--- config.mk ---
export PLATFORM = sky130hd
export DESIGN_NAME = instr_fetch_ctrl
export DESIGN_NICKNAME = d
export VERILOG_FILES = /design/src/rtl/ebpf_pkg.sv /design/src/rtl/fetch_fifo.sv /design/src/rtl/instr_fetch_ctrl.sv
export SDC_FILE = /design/constraint.sdc
export NUM_CORES = 1
export LEC_CHECK = 0
export CAP_MARGIN = 20
export CORE_MARGIN = 5
export CORE_UTILIZATION = 49
export DETAILED_ROUTE_END_ITERATION = 8
export PLACE_DENSITY = 0.84
export RECOVER_POWER = 50
export REMOVE_ABC_BUFFERS = 1
export SETUP_SLACK_MARGIN = 0.1
export SLEW_MARGIN = 30
export SYNTH_ARGS = -nofsm -noshare
export SYNTH_HDL_FRONTEND = slang
export SYNTH_SLANG_ARGS = --single-unit
--- constraint.sdc ---
create_clock -name clk -period 4.6 [get_ports clk]
set_clock_uncertainty 0.15 [all_clocks]
set_input_delay 0.92 -clock clk [delete_from_list [all_inputs] [get_ports clk]]
set_output_delay 0.92 -clock clk [all_outputs]
set_load 0.02 [all_outputs]
--- src/rtl/ebpf_pkg.sv ---
// Shared eBPF fetch definitions: opcodes, instruction field layout and
// the fetch controller state encoding.
package ebpf_pkg;

    localparam int INSTR_W = 64;

    localparam logic [7:0] OP_LDDW = 8'h18;
    localparam logic [7:0] OP_EXIT = 8'h95;

    // Instruction word field layout
    localparam int OPC_LSB = 0;
    localparam int OPC_W   = 8;
    localparam int DST_LSB = 8;
    localparam int DST_W   = 4;
    localparam int SRC_LSB = 12;
    localparam int SRC_W   = 4;
    localparam int OFF_LSB = 16;
    localparam int OFF_W   = 16;
    localparam int IMM_LSB = 32;
    localparam int IMM_W   = 32;

    typedef enum logic [1:0] {
        ST_IDLE  = 2'd0,
        ST_RUN   = 2'd1,
        ST_LDDW2 = 2'd2,
        ST_HALT  = 2'd3
    } fetch_state_e;

    function automatic logic [OPC_W-1:0] get_opcode(input logic [INSTR_W-1:0] instr);
        return instr[OPC_LSB +: OPC_W];
    endfunction

    function automatic logic [IMM_W-1:0] get_imm(input logic [INSTR_W-1:0] instr);
        return instr[IMM_LSB +: IMM_W];
    endfunction

endpackage

--- src/rtl/fetch_fifo.sv ---
// Two-entry output buffer between the fetch controller and the decoder.
// Flush wins over push/pop; storage is cleared only by reset.
module fetch_fifo #(
    parameter int W = 8
) (
    input  logic         clk,
    input  logic         rst_n,
    input  logic         push,
    input  logic [W-1:0] wdata,
    input  logic         pop,
    input  logic         flush,
    output logic [W-1:0] rdata,
    output logic         full,
    output logic         empty,
    output logic [1:0]   count
);

    logic [W-1:0] mem_q [2];
    logic         wr_ptr_q;
    logic         rd_ptr_q;
    logic [1:0]   cnt_q;
    logic         do_push_s;
    logic         do_pop_s;

    assign full  = (cnt_q == 2'd2);
    assign empty = (cnt_q == 2'd0);
    assign count = cnt_q;
    assign rdata = mem_q[rd_ptr_q];

    // Qualify push/pop against occupancy
    always_comb begin
        do_push_s = push && !full;
        do_pop_s  = pop && !empty;
    end

    // Storage, pointers and occupancy counter
    always_ff @(posedge clk or negedge rst_n) begin
        if (!rst_n) begin
            mem_q[0] <= '0;
            mem_q[1] <= '0;
            wr_ptr_q <= 1'b0;
            rd_ptr_q <= 1'b0;
            cnt_q    <= 2'd0;
        end else if (flush) begin
            wr_ptr_q <= 1'b0;
            rd_ptr_q <= 1'b0;
            cnt_q    <= 2'd0;
        end else begin
            if (do_push_s) begin
                mem_q[wr_ptr_q] <= wdata;
                wr_ptr_q        <= ~wr_ptr_q;
            end
            if (do_pop_s) begin
                rd_ptr_q <= ~rd_ptr_q;
            end
            case ({do_push_s, do_pop_s})
                2'b10:   cnt_q <= cnt_q + 2'd1;
                2'b01:   cnt_q <= cnt_q - 2'd1;
                default: cnt_q <= cnt_q;
            endcase
        end
    end

endmodule

--- src/rtl/instr_fetch_ctrl.sv ---
// eBPF instruction fetch controller: streams 64-bit slots from a
// one-cycle-latency memory, merges lddw pairs, stops after exit and
// honours branch redirects.
module instr_fetch_ctrl
    import ebpf_pkg::*;
#(
    parameter int ADDR_W = 12
) (
    input  logic              clk,
    input  logic              rst_n,
    input  logic              start,
    input  logic [ADDR_W-1:0] start_pc,
    output logic              imem_en,
    output logic [ADDR_W-1:0] imem_addr,
    input  logic [63:0]       imem_rdata,
    input  logic              redirect,
    input  logic [ADDR_W-1:0] redirect_pc,
    output logic              out_valid,
    input  logic              out_ready,
    output logic [63:0]       out_instr,
    output logic [31:0]       out_imm_hi,
    output logic              out_wide,
    output logic [ADDR_W-1:0] out_pc,
    output logic              halted
);

    typedef struct packed {
        logic [INSTR_W-1:0] instr;
        logic [IMM_W-1:0]   imm_hi;
        logic               wide;
        logic [ADDR_W-1:0]  pc;
    } entry_t;

    localparam int ENTRY_W = $bits(entry_t);

    fetch_state_e       state_q, state_d;
    logic [ADDR_W-1:0]  pc_q, pc_d;
    logic [ADDR_W-1:0]  rd_pc_q, rd_pc_d;      // address of the read in flight
    logic [ADDR_W-1:0]  lo_pc_q, lo_pc_d;      // address of lddw first slot
    logic [INSTR_W-1:0] lo_instr_q, lo_instr_d;
    logic               rvalid_q, rvalid_d;    // response arrives this cycle
    logic               exit_seen_q, exit_seen_d;

    logic               active_s, pop_s, resp_s, resp_exit_s, head_exit_s;
    logic               issue_s, push_s, flush_s;
    logic               full_s, empty_s;
    logic [1:0]         count_s;
    logic [2:0]         in_use_s;
    logic [OPC_W-1:0]   resp_op_s;
    entry_t             push_entry_s, head_entry_s;

    fetch_fifo #(.W(ENTRY_W)) u_fifo (
        .clk   (clk),
        .rst_n (rst_n),
        .push  (push_s),
        .wdata (push_entry_s),
        .pop   (pop_s),
        .flush (flush_s),
        .rdata (head_entry_s),
        .full  (full_s),
        .empty (empty_s),
        .count (count_s)
    );

    // Response decode, handshake and read-issue decision
    always_comb begin
        active_s    = (state_q == ST_RUN) || (state_q == ST_LDDW2);
        pop_s       = !empty_s && out_ready;
        resp_op_s   = get_opcode(imem_rdata);
        resp_s      = rvalid_q && active_s && !redirect && !exit_seen_q;
        resp_exit_s = resp_s && (state_q == ST_RUN) && (resp_op_s == OP_EXIT);
        head_exit_s = (get_opcode(head_entry_s.instr) == OP_EXIT) && !head_entry_s.wide;
        in_use_s    = {1'b0, count_s} + {2'b00, rvalid_q};
        // Keep buffered + in-flight within two slots unless a pop frees one
        issue_s     = active_s && !redirect && !exit_seen_q && !resp_exit_s &&
                      (!full_s || pop_s) && ((in_use_s < 3'd2) || pop_s);
    end

    // Next-state, pc advance, lddw merge and buffer push/flush
    always_comb begin
        state_d      = state_q;
        exit_seen_d  = exit_seen_q;
        lo_instr_d   = lo_instr_q;
        lo_pc_d      = lo_pc_q;
        rvalid_d     = issue_s;
        push_s       = 1'b0;
        flush_s      = 1'b0;
        push_entry_s = '{instr: imem_rdata, imm_hi: 32'h0, wide: 1'b0, pc: rd_pc_q};
        if (issue_s) begin
            pc_d    = pc_q + ADDR_W'(1);
            rd_pc_d = pc_q;
        end else begin
            pc_d    = pc_q;
            rd_pc_d = rd_pc_q;
        end
        case (state_q)
            ST_IDLE, ST_HALT: begin
                if (start) begin
                    state_d     = ST_RUN;
                    pc_d        = start_pc;
                    exit_seen_d = 1'b0;
                    flush_s     = 1'b1;
                end else begin
                    state_d = state_q;
                end
            end
            ST_RUN: begin
                if (redirect) begin
                    flush_s     = 1'b1;
                    pc_d        = redirect_pc;
                    exit_seen_d = 1'b0;
                end else if (resp_s) begin
                    if (resp_op_s == OP_LDDW) begin
                        lo_instr_d = imem_rdata;
                        lo_pc_d    = rd_pc_q;
                        state_d    = ST_LDDW2;
                    end else begin
                        push_s = 1'b1;
                        if (resp_op_s == OP_EXIT) begin
                            exit_seen_d = 1'b1;
                        end else begin
                            exit_seen_d = exit_seen_q;
                        end
                    end
                end else if (pop_s && head_exit_s) begin
                    state_d = ST_HALT;
                end else begin
                    state_d = ST_RUN;
                end
            end
            ST_LDDW2: begin
                if (redirect) begin
                    flush_s     = 1'b1;
                    pc_d        = redirect_pc;
                    exit_seen_d = 1'b0;
                    state_d     = ST_RUN;
                end else if (resp_s) begin
                    // Only the upper immediate of the second slot is meaningful
                    push_s       = 1'b1;
                    push_entry_s = '{instr: lo_instr_q, imm_hi: get_imm(imem_rdata),
                                     wide: 1'b1, pc: lo_pc_q};
                    state_d      = ST_RUN;
                end else begin
                    state_d = ST_LDDW2;
                end
            end
            default: begin
                state_d = ST_IDLE;
            end
        endcase
    end

    // Controller state registers
    always_ff @(posedge clk or negedge rst_n) begin
        if (!rst_n) begin
            state_q     <= ST_IDLE;
            pc_q        <= '0;
            rd_pc_q     <= '0;
            lo_pc_q     <= '0;
            lo_instr_q  <= '0;
            rvalid_q    <= 1'b0;
            exit_seen_q <= 1'b0;
        end else begin
            state_q     <= state_d;
            pc_q        <= pc_d;
            rd_pc_q     <= rd_pc_d;
            lo_pc_q     <= lo_pc_d;
            lo_instr_q  <= lo_instr_d;
            rvalid_q    <= rvalid_d;
            exit_seen_q <= exit_seen_d;
        end
    end

    assign imem_en    = issue_s;
    assign imem_addr  = pc_q;
    assign out_valid  = !empty_s;
    assign out_instr  = head_entry_s.instr;
    assign out_imm_hi = head_entry_s.imm_hi;
    assign out_wide   = head_entry_s.wide;
    assign out_pc     = head_entry_s.pc;
    assign halted     = (state_q == ST_HALT);

endmodule
### Word level (Yosys, flattened, before mapping)

Index checks and enable logic that the tools add are counted.

| storage, ports and cells | value |
|---|---|
| register bits | 326 |
| bits of input ports | 93 |
| word-level logic and storage cells | 121 |

| operators by class | value |
|---|---|
| equality and inequality tests | 16 |
| add/subtract/negate cells | 4 |
| multiplexer cells | 43 |
| reduce and logical (&&, ||, !) cells | 36 |
| order comparisons | 4 |
| bitwise logic cells | 6 |

Operators by type and width:

| kind | number |
|---|---|
| $mux 109 | 7 |
| $bwmux 218 | 1 |
| $demux 109 s1 | 1 |
| $mux 12 | 3 |
| $pmux 12 s2 | 1 |
| $mux 1 | 17 |
| $eq 8x8->1 const B | 2 |
| $logic_and 1x1->1 | 16 |
| $mux 2 | 8 |
| $add 12x1->12 const B | 1 |
| $eq 2x2->1 const B | 4 |
| $eq 8x5->1 const B | 1 |
| $logic_not 1->1 | 6 |
| $ne 2x2->1 const B | 3 |
| $ne 3x2->1 const B | 2 |
| $ne 3x3->1 const B | 2 |
| $pmux 2 s3 | 1 |
| $reduce_and 5->1 | 1 |
| $eq 2x1->1 const B | 2 |
| $ge 2x2->1 const B | 2 |
| $logic_not 2->1 | 2 |
| $not 1->1 | 4 |
| $not 1->2 | 2 |
| $pmux 1 s2 | 2 |
| other kinds (14) | 18 |

### Logic depth before layout (Yosys ltp)

Gate-level depths: netlist of run 1.

| depth | value |
|---|---|
| word-level depth | 14 |
| mapped depth | 12 |
| depth with buffers taken out | 7 |

### By module

Synthesis of run 1 repeated with hierarchy kept, for this count alone.

| unflattened totals | value |
|---|---|
| cells, all modules | 1,204 |
| area total of the unflattened synthesis | 15,167.0 µm² |

Modules (own cells, without submodules):

| module | area an instance (µm²) | cells each | sequential area each (µm²) | times used |
|---|---|---|---|---|
| fetch_fifo | 9,572.9 | 605 | 5,555.3 | 1 |
| instr_fetch_ctrl | 5,594.1 | 599 | 2,602.5 | 1 |

### Worst setup path after synthesis of run 1

Ideal clock, no wire load.

| timing | value |
|---|---|
| path type | input -> output |
| start | in imem_rdata[1] |
| end | out imem_en |
| stages | 4 |
| slack | 1.312 ns |
| path buffers | 1 |
| data required time | 3.530 ns |
| arrival time | 2.218 ns |
| cells stage by stage | or4b_2 -> nor4_2 -> nor3b_2 -> buf_4 |

| between the ends | value |
|---|---|
| word-level cells in the longest chain between the ends | 6 |

RTL lines:

| element | line | source |
|---|---|---|
| start, declared | instr_fetch_ctrl.sv:15 | `input logic [63:0] imem_rdata,` |
| $eq 8x8->1 | instr_fetch_ctrl.sv:71 | `resp_exit_s = resp_s && (state_q == ST_RUN) && (resp_op_s == OP_EXIT);` |
| $logic_and 1x1->1 | instr_fetch_ctrl.sv:71 |  |
| $logic_not 1->1 | instr_fetch_ctrl.sv:75 | `issue_s = active_s && !redirect && !exit_seen_q && !resp_exit_s &&` |
| $logic_and 1x1->1 (2 in series) | instr_fetch_ctrl.sv:75 |  |
| $logic_and 1x1->1 | instr_fetch_ctrl.sv:76 | `(!full_s \|\| pop_s) && ((in_use_s < 3'd2) \|\| pop_s);` |
| end, declared | instr_fetch_ctrl.sv:13 | `output logic imem_en,` |

No other way between the ends.

### Final worst setup path of run 1

| timing | value |
|---|---|
| start | in redirect |
| end | out imem_en |

| between the ends | value |
|---|---|
| word-level cells in the longest chain between the ends | 9 |
| elaborated cells between the ends (all ways) | 11 |
| classes of those cells | 11 x reduce/logical |

RTL lines:

| element | line | source |
|---|---|---|
| start, declared | instr_fetch_ctrl.sv:16 | `input logic redirect,` |
| $logic_not 1->1 * | instr_fetch_ctrl.sv:70, instr_fetch_ctrl.sv:75 |  |
| $logic_and 1x1->1 (2 in series) | instr_fetch_ctrl.sv:70 | `resp_s = rvalid_q && active_s && !redirect && !exit_seen_q;` |
| $logic_and 1x1->1 (2 in series) | instr_fetch_ctrl.sv:71 |  |
| $logic_not 1->1 | instr_fetch_ctrl.sv:75 |  |
| $logic_and 1x1->1 * (2 in series) | instr_fetch_ctrl.sv:75 |  |
| $logic_and 1x1->1 * | instr_fetch_ctrl.sv:76 |  |

Mark *: on every way between the ends. The rest lies on a longest branch, timed or not.

==> results of run 1 <==
layer usage:
| layer | up-vias | part of all wire (%) | GRT usage, % |
|---|---|---|---|
| li1 | 4844 | - | - |
| met1 | 5062 | 45 | 27.51 |
| met2 | 235 | 49 | 32.93 |
| met3 | 41 | 4.9 | 3.786 |
| met4 | 0 | 1.5 | 3.873 |
| met5 | - | 0 | 0 |
cell type report:
type / instances / area share (%)
repair buffers: 239 / 13.29
multi-input cells: 859 / 32.15
clock buffers: 54 / 6.119
flip-flops and latches: 326 / 45.00
well taps: 390 / 2.690
clock inverters: 7 / 0.6209
inverters: 6 / 0.1242
cells in the mapped netlist, types with 2 or more instances:
cell / number
a22oi_1: 12
buf_6: 15
a21oi_1: 5
and2_1: 7
nor3b_1: 2
nor2b_1: 4
buf_1: 3
nand2_1: 255
nor2_1: 8
and3_1: 2
xnor2_1: 11
mux2i_1: 80
nand4_1: 3
buf_2: 21
nand4b_1: 2
o21ai_0: 176
nor4b_1: 6
inv_1: 6
mux2_2: 190
dfrtp_1: 326
ha_1: 4
nand2b_1: 3
nand3_1: 3
clkbuf_1: 48
nor3_1: 6
o211ai_1: 3
o21ai_1: 55
nor4bb_1: 3
or2_2: 2
a211oi_1: 2
where the power goes:
part           switching [µW]  internal [µW]  leakage (µW)
Combinational            1370           1300       0.00352
Sequential                361           3370       0.00442
Clock                    1090           1820      0.000602
Total                    2820           6490       0.00855
cells by family after synthesis:
| family | after synthesis | share of synthesized area (%) |
|---|---|---|
| compound gates | 260 | 9.477 |
| flops | 326 | 56.38 |
| fa+ha+maj | 4 | 0.3459 |
| mux | 270 | 20.32 |
| xor+xnor | 12 | 0.7263 |
| simple gates | 313 | 9.330 |
| buf+inv | 94 | 3.424 |
final timing paths:
check,from,endpoint,cells after the start
setup reg to reg,state_q[0]$_DFFE_PN0P_,lo_instr_q[56]$_DFFE_PN0P_,8
setup / recovery,redirect,imem_en,5
hold reg to reg,lo_instr_q[4]$_DFFE_PN0P_,lo_instr_q[4]$_DFFE_PN0P_,1
min in group asynchronous,rst_n,u_fifo.mem_q[88]$_DFFE_PN0P_,1
max in group asynchronous,rst_n,lo_instr_q[22]$_DFFE_PN0P_,2
hold / removal,lo_instr_q[4]$_DFFE_PN0P_,lo_instr_q[4]$_DFFE_PN0P_,1
flip-flops by register name, summed over array words and instances, names as in the netlist:
register,flops
u_fifo.wr_ptr_q,1
lo_pc_q,12
u_fifo.rd_ptr_q,1
lo_instr_q,64
u_fifo.count,2
state_q,2
exit_seen_q,1
imem_addr,12
rd_pc_q,12
rvalid_q,1
u_fifo.mem_q,218
worst max-delay path, cell delays in order:
cell and delay (ps):
clkdlybuf4s50_1 500, or4b_4 610, nor4_1 420, nor3b_2 110, clkdlybuf4s50_1 560
metrics by stage:
step                      setup slack [ps]  total power [µW]  TNS (ps)  instance area, µm²  instances
final                                420.0              9309         0               18140       1881
after global placement               508.1              6388         0               16970       1820
after detailed placement             506.3              6468         0               16970       1820
after CTS                            501.5              9442         0               18190       1881
after floorplan                      -5183              5210  -1064000               14000       1191
after global routing                 283.9              9801         0               18140       1881
==> impl_results.md, run 1 <==
- H-tree levels: 2
- Die Area: 33070 µm²
- Fillers: 2270
- Antenna Violating Nets Remaining: 0
- Crit path required time: 3530 ps
- Critical path launch point type: input port
- Core footprint: 29400 µm²
- Max-capacitance violation count: 2
- CTS tree: done
- Die W: 181.8 µm
- Total track usage: 19.81%
- Post-synthesis sequential area ratio: 56.38%
- Clk pin slew, worst setup/hold paths: 60 ps
- DRC viols: 0
- IO buf count: 216
- Hold Slack: 314.4 ps
- Clock root buffer: clkbuf_16
- Mean Syn Cell Area: 11.31 µm²
- Initial core utilization: 49.21%
- Final setup vio count: 0
- Mapped Cells: 1279
- Die Ht: 181.8 µm
- WL per Instance: 17.48 µm
- IO Pins: 217
- Area leader, netlist: dfrtp_1
- RSZ-0062 raised after global routing: no
- Initial antenna violation count: 0
- FMAX: 239.2 MHz
- Post-synth top flop: dfrtp_1
- Hold bufs inserted after CTS: 0
- CP arrival: 3110 ps
- Number of antenna diodes: 0
- Largest net degree at the start of global routing: 139
- Share of the synthesized area in the top cell type: 56.38%
- Worst reg-to-reg setup slack: 710 ps
- Final Cycle Share: 90.87%
- Slew Viols, Final: 156
- Commonest cells after routing, fill and taps aside: dfrtp_1 (325), nand2_1 (255), clkdlybuf4s50_1 (200)
- Dpl hpwl: 20410 µm
- CP max FO: 6
- Ys Warns: 0
- CTS Sinks: 326
- Remaining Overflow, GRT: 0
- Total CTS buffers: 35
- Min Clock Period, post-route: 4180 ps
- Post-CTS setup buffer count: 0
- Row Count: 63
- Synth unique cells: 46
- Fin util: 61.69%
- Worst setup EP type: primary output
- Final Hold Fails: 0
- Failing checks: capacitance limit, slew limit
- Sequential Area: 8162 µm²
- Static Leakage: 0.008546 µW
- Via count: 10182
- Post_cts resized: 0
- Initial DRC count: 624
- Type of the worst min-delay path: reg2reg
- First-pass GRT wire length: 54740 µm
- Top cells by area, synth: dfrtp_1 (56%), mux2_2 (15%), nand2_1 (6.6%)
- Clk buf depth: 3
- Slew margin rel.: -69.76%
- Number of synthesized flops with an enable pin: 0
- Vias in the first global route: 10635
- Post-Syn Area: 14470 µm²
- Commonest non-fill, non-tap cell in the layout: dfrtp_1
- Status: finished, violations left
- P&R area growth vs syn: 25.34%
- Clk_lat worst skew: 500 ps
- Share of layout cells above drive strength 1: 18.58%
- Setup CP Type: in2out
- Final net count: 1564
- First drt pass iteration count: 5
- Maximum vdd drop: 0.3880 mV
- Final Wtd Congestion: 0.8205
- Slew @ Worst Pin: 2546 ps
- Fraction of registers with async set/reset: 100.0%
- Routed Wire Length: 32870 µm
- DR vias/cell: 5.413
- Seq cells post-synth: 326
- PD cells: 513.2 nW/µm²
- Multi-input logic area: 5832 µm²
(Power assumes the default switching activity.)
==> run 2: changes to the inputs <==
clock period = 4.1 ns   (was 4.6 ns; I/O delays follow)
==> impl_results.md, run 2 (synthesized netlist as in run 1, its figures left out) <==
- FMAX: 253.2 MHz
- Final net count: 1563 (-0.064%)
- Slew Viols, Final: 184 (+18%)
- Crit-path cells: dlygate4sd3_1 -> or4b_4 -> nor4_4 -> nor3b_1 -> clkdlybuf4s50_1
- CP max stage cell: dlygate4sd3_1
- P&R area growth vs syn: 24.79%
- Total CTS buffers: 35 (unchanged)
- Number of antenna diodes: 0 (unchanged)
- Vias in the first global route: 10735 (+0.94%)
- Top delay family on crit path: buffers and inverters
- PD cells: 565.4 nW/µm² (+10%)
- Die W: 181.8 µm (unchanged)
- Switching power share of the total: 30.61% (+0.35 points)
- Post-Place Cells: 1819 (-0.055%)
- CTS Sinks: 326 (unchanged)
- Sequential Area: 8162 µm² (unchanged)
- Post-CTS setup buffer count: 0 (unchanged)
- Type of the worst min-delay path: reg2reg
- Routed Wire Length: 32420 µm (-1.4%)
- IO Pins: 217 (unchanged)
- Largest net degree at the start of global routing: 119 (-14%)
- Final instance area: 18060 µm² (-0.44%)
- First-pass GRT wire length: 54420 µm (-0.59%)
- DRC viols: 0 (unchanged)
- Worst setup EP type: primary output
- Sequential power share: 40.9% (+0.8 points)
- Layout Cells excl Fill: 1882 (+0.053%)
- Hold Slack: 319.4 ps (+4.979 ps)
- Final setup vio count: 0 (unchanged)
- CP max FO: 6 (unchanged)
- Clk buf depth: 3 (unchanged)
- Antenna Violating Nets Remaining: 0 (unchanged)
- Placed cell areas: 16960 µm² (about the same)
- CP arrival: 2980 ps (-130 ps)
- First drt pass iteration count: 5 (unchanged)
- Dpl hpwl: 20330 µm (-0.39%)
- Share of layout cells above drive strength 1: 18.10% (-0.48 points)
- Max-capacitance violation count: 2 (unchanged)
- H-tree levels: 2 (unchanged)
- Core footprint: 29400 µm² (unchanged)
- Static Leakage: 0.008501 µW (-0.54%)
- Initial core utilization: 49.21% (unchanged)
- CTS tree: done
- Reg with most FFs: u_fifo.mem_q
- CP bufs+invs: 2 (unchanged)
- Switching pwr: 3126 µW (+11%)
- Clk pwr share: 29.9% (-1.4 points)
- Slew @ Worst Pin: 2685 ps (+139.0 ps)
- Die Ht: 181.8 µm (unchanged)
- Clock root buffer: clkbuf_16
- Via count: 10158 (-0.24%)
- Failing checks: capacitance limit, slew limit
- IO buf count: 216 (unchanged)
- Biggest regs: u_fifo.mem_q (218), lo_instr_q (64)
- RSZ-0062 raised after global routing: no
- Die Area: 33070 µm² (unchanged)
- Row Count: 63 (unchanged)
- Slew margin rel.: -79.03% (-9.3 points)
- Clk pin slew, worst setup/hold paths: 60 ps (about the same)
- Commonest cells after routing, fill and taps aside: dfrtp_1 (325), nand2_1 (255), clkdlybuf4s50_1 (201)
- WL per Instance: 17.22 µm (-1.4%)
- Final Hold Fails: 0 (unchanged)
- Min Clock Period, post-route: 3949 ps
- Status: finished, violations left
- Initial antenna violation count: 0 (unchanged)
- Clk_lat worst skew: 490 ps (about the same)
- Logic gate share of total power: 29.2% (+0.6 points)
- Commonest non-fill, non-tap cell in the layout: dfrtp_1
- Setup CP Type: in2out
- Power Internal: 7084 µW (+9.1%)
- Multi-input logic area: 5842 µm² (+0.17%)
- DR vias/cell: 5.397 (-0.29%)
- Crit path required time: 3130 ps (-400 ps)
- Critical path launch point type: input port
- Final Wtd Congestion: 0.8266 (+0.74%)
- Max stage delay on crit path: 620 ps (about the same)
- Largest register FFs: 218 (unchanged)
- Total track usage: 19.62% (-0.19 points)
- Final Cycle Share: 96.32%
- Remaining Overflow, GRT: 0 (unchanged)
- Maximum vdd drop: 0.3624 mV (-6.6%)
- Hold bufs inserted after CTS: 0 (unchanged)
- Fillers: 2317 (+2.1%)
- Initial DRC count: 590 (-5.4%)
==> run 2: worst paths after layout <==
| check | from | slack [ps] | cells past startpoint | endpoint |
|---|---|---|---|---|
| worst max-delay path | redirect | 150 | 5 | imem_en |
| worst min-delay path | lo_instr_q[4]$_DFFE_PN0P_ | 320 | 1 | lo_instr_q[4]$_DFFE_PN0P_ |
| worst max register to register | state_q[0]$_DFFE_PN0P_ | 510 | 7 | lo_instr_q[18]$_DFFE_PN0P_ |
| worst min register to register | lo_instr_q[4]$_DFFE_PN0P_ | 320 | 1 | lo_instr_q[4]$_DFFE_PN0P_ |
| max in group asynchronous | rst_n | 970 | 2 | lo_instr_q[30]$_DFFE_PN0P_ |
| min in group asynchronous | rst_n | 1020 | 1 | u_fifo.mem_q[88]$_DFFE_PN0P_ |
==> run 2: timing repair <==
action | in CTS | in global routing
hold endpoints to repair | 0 | 0
setup endpoints to repair | 0 | 1
resized for setup | 0 | 1
==> run 2: metal layers <==
metal  global-route usage (%)  up-vias  wire [µm]
met5                        0        -          0
met4                    4.893        0        727
met3                    3.806       50       1608
met2                    32.82      245      15690
met1                    26.57     5040      14390
li1                         -     4823          -
==> run 2: layout make-up <==
type	count	share of cell area [%]
clock buffer	61	6.236
clock inverter	2	0.05543
inverter	6	0.1247
multi-input combinational	859	32.35
sequential	326	45.20
tap	390	2.702
timing repair buffer	238	13.33
==> run 2: metrics by stage <==
stage	setup TNS, ps	setup slack, ps	utilization, %	total power (µW)
CTS	0	153.7	61.55	10350
floorplan	-1164190	-5583	-	5846
finish	0	150.9	61.42	10210
detailed placement	0	198.0	57.68	7248
global route	0	70.62	61.42	10750
global placement	0	212.4	57.68	7151
==> run 2: power by group through the flow <==
| stage | sequential (µW) | combinational [µW] | clock [µW] |
|---|---|---|---|
| floorplan | 4200 | 1650 | 0 |
| global placement | 4190 | 2970 | 0 |
| detailed placement | 4220 | 3020 | 0 |
| CTS | 4170 | 3050 | 3120 |
| global route | 4250 | 3240 | 3260 |
| finish | 4170 | 2980 | 3050 |
==> run 2: worst register-to-register path, cell delays in order (launching register included) <==
cell and delay (ps):
dfrtp_1 380, inv_1 70, ha_1 430, or4b_4 230, nor2_1 90, nand3_4 70, buf_2 1500, mux2_2 550
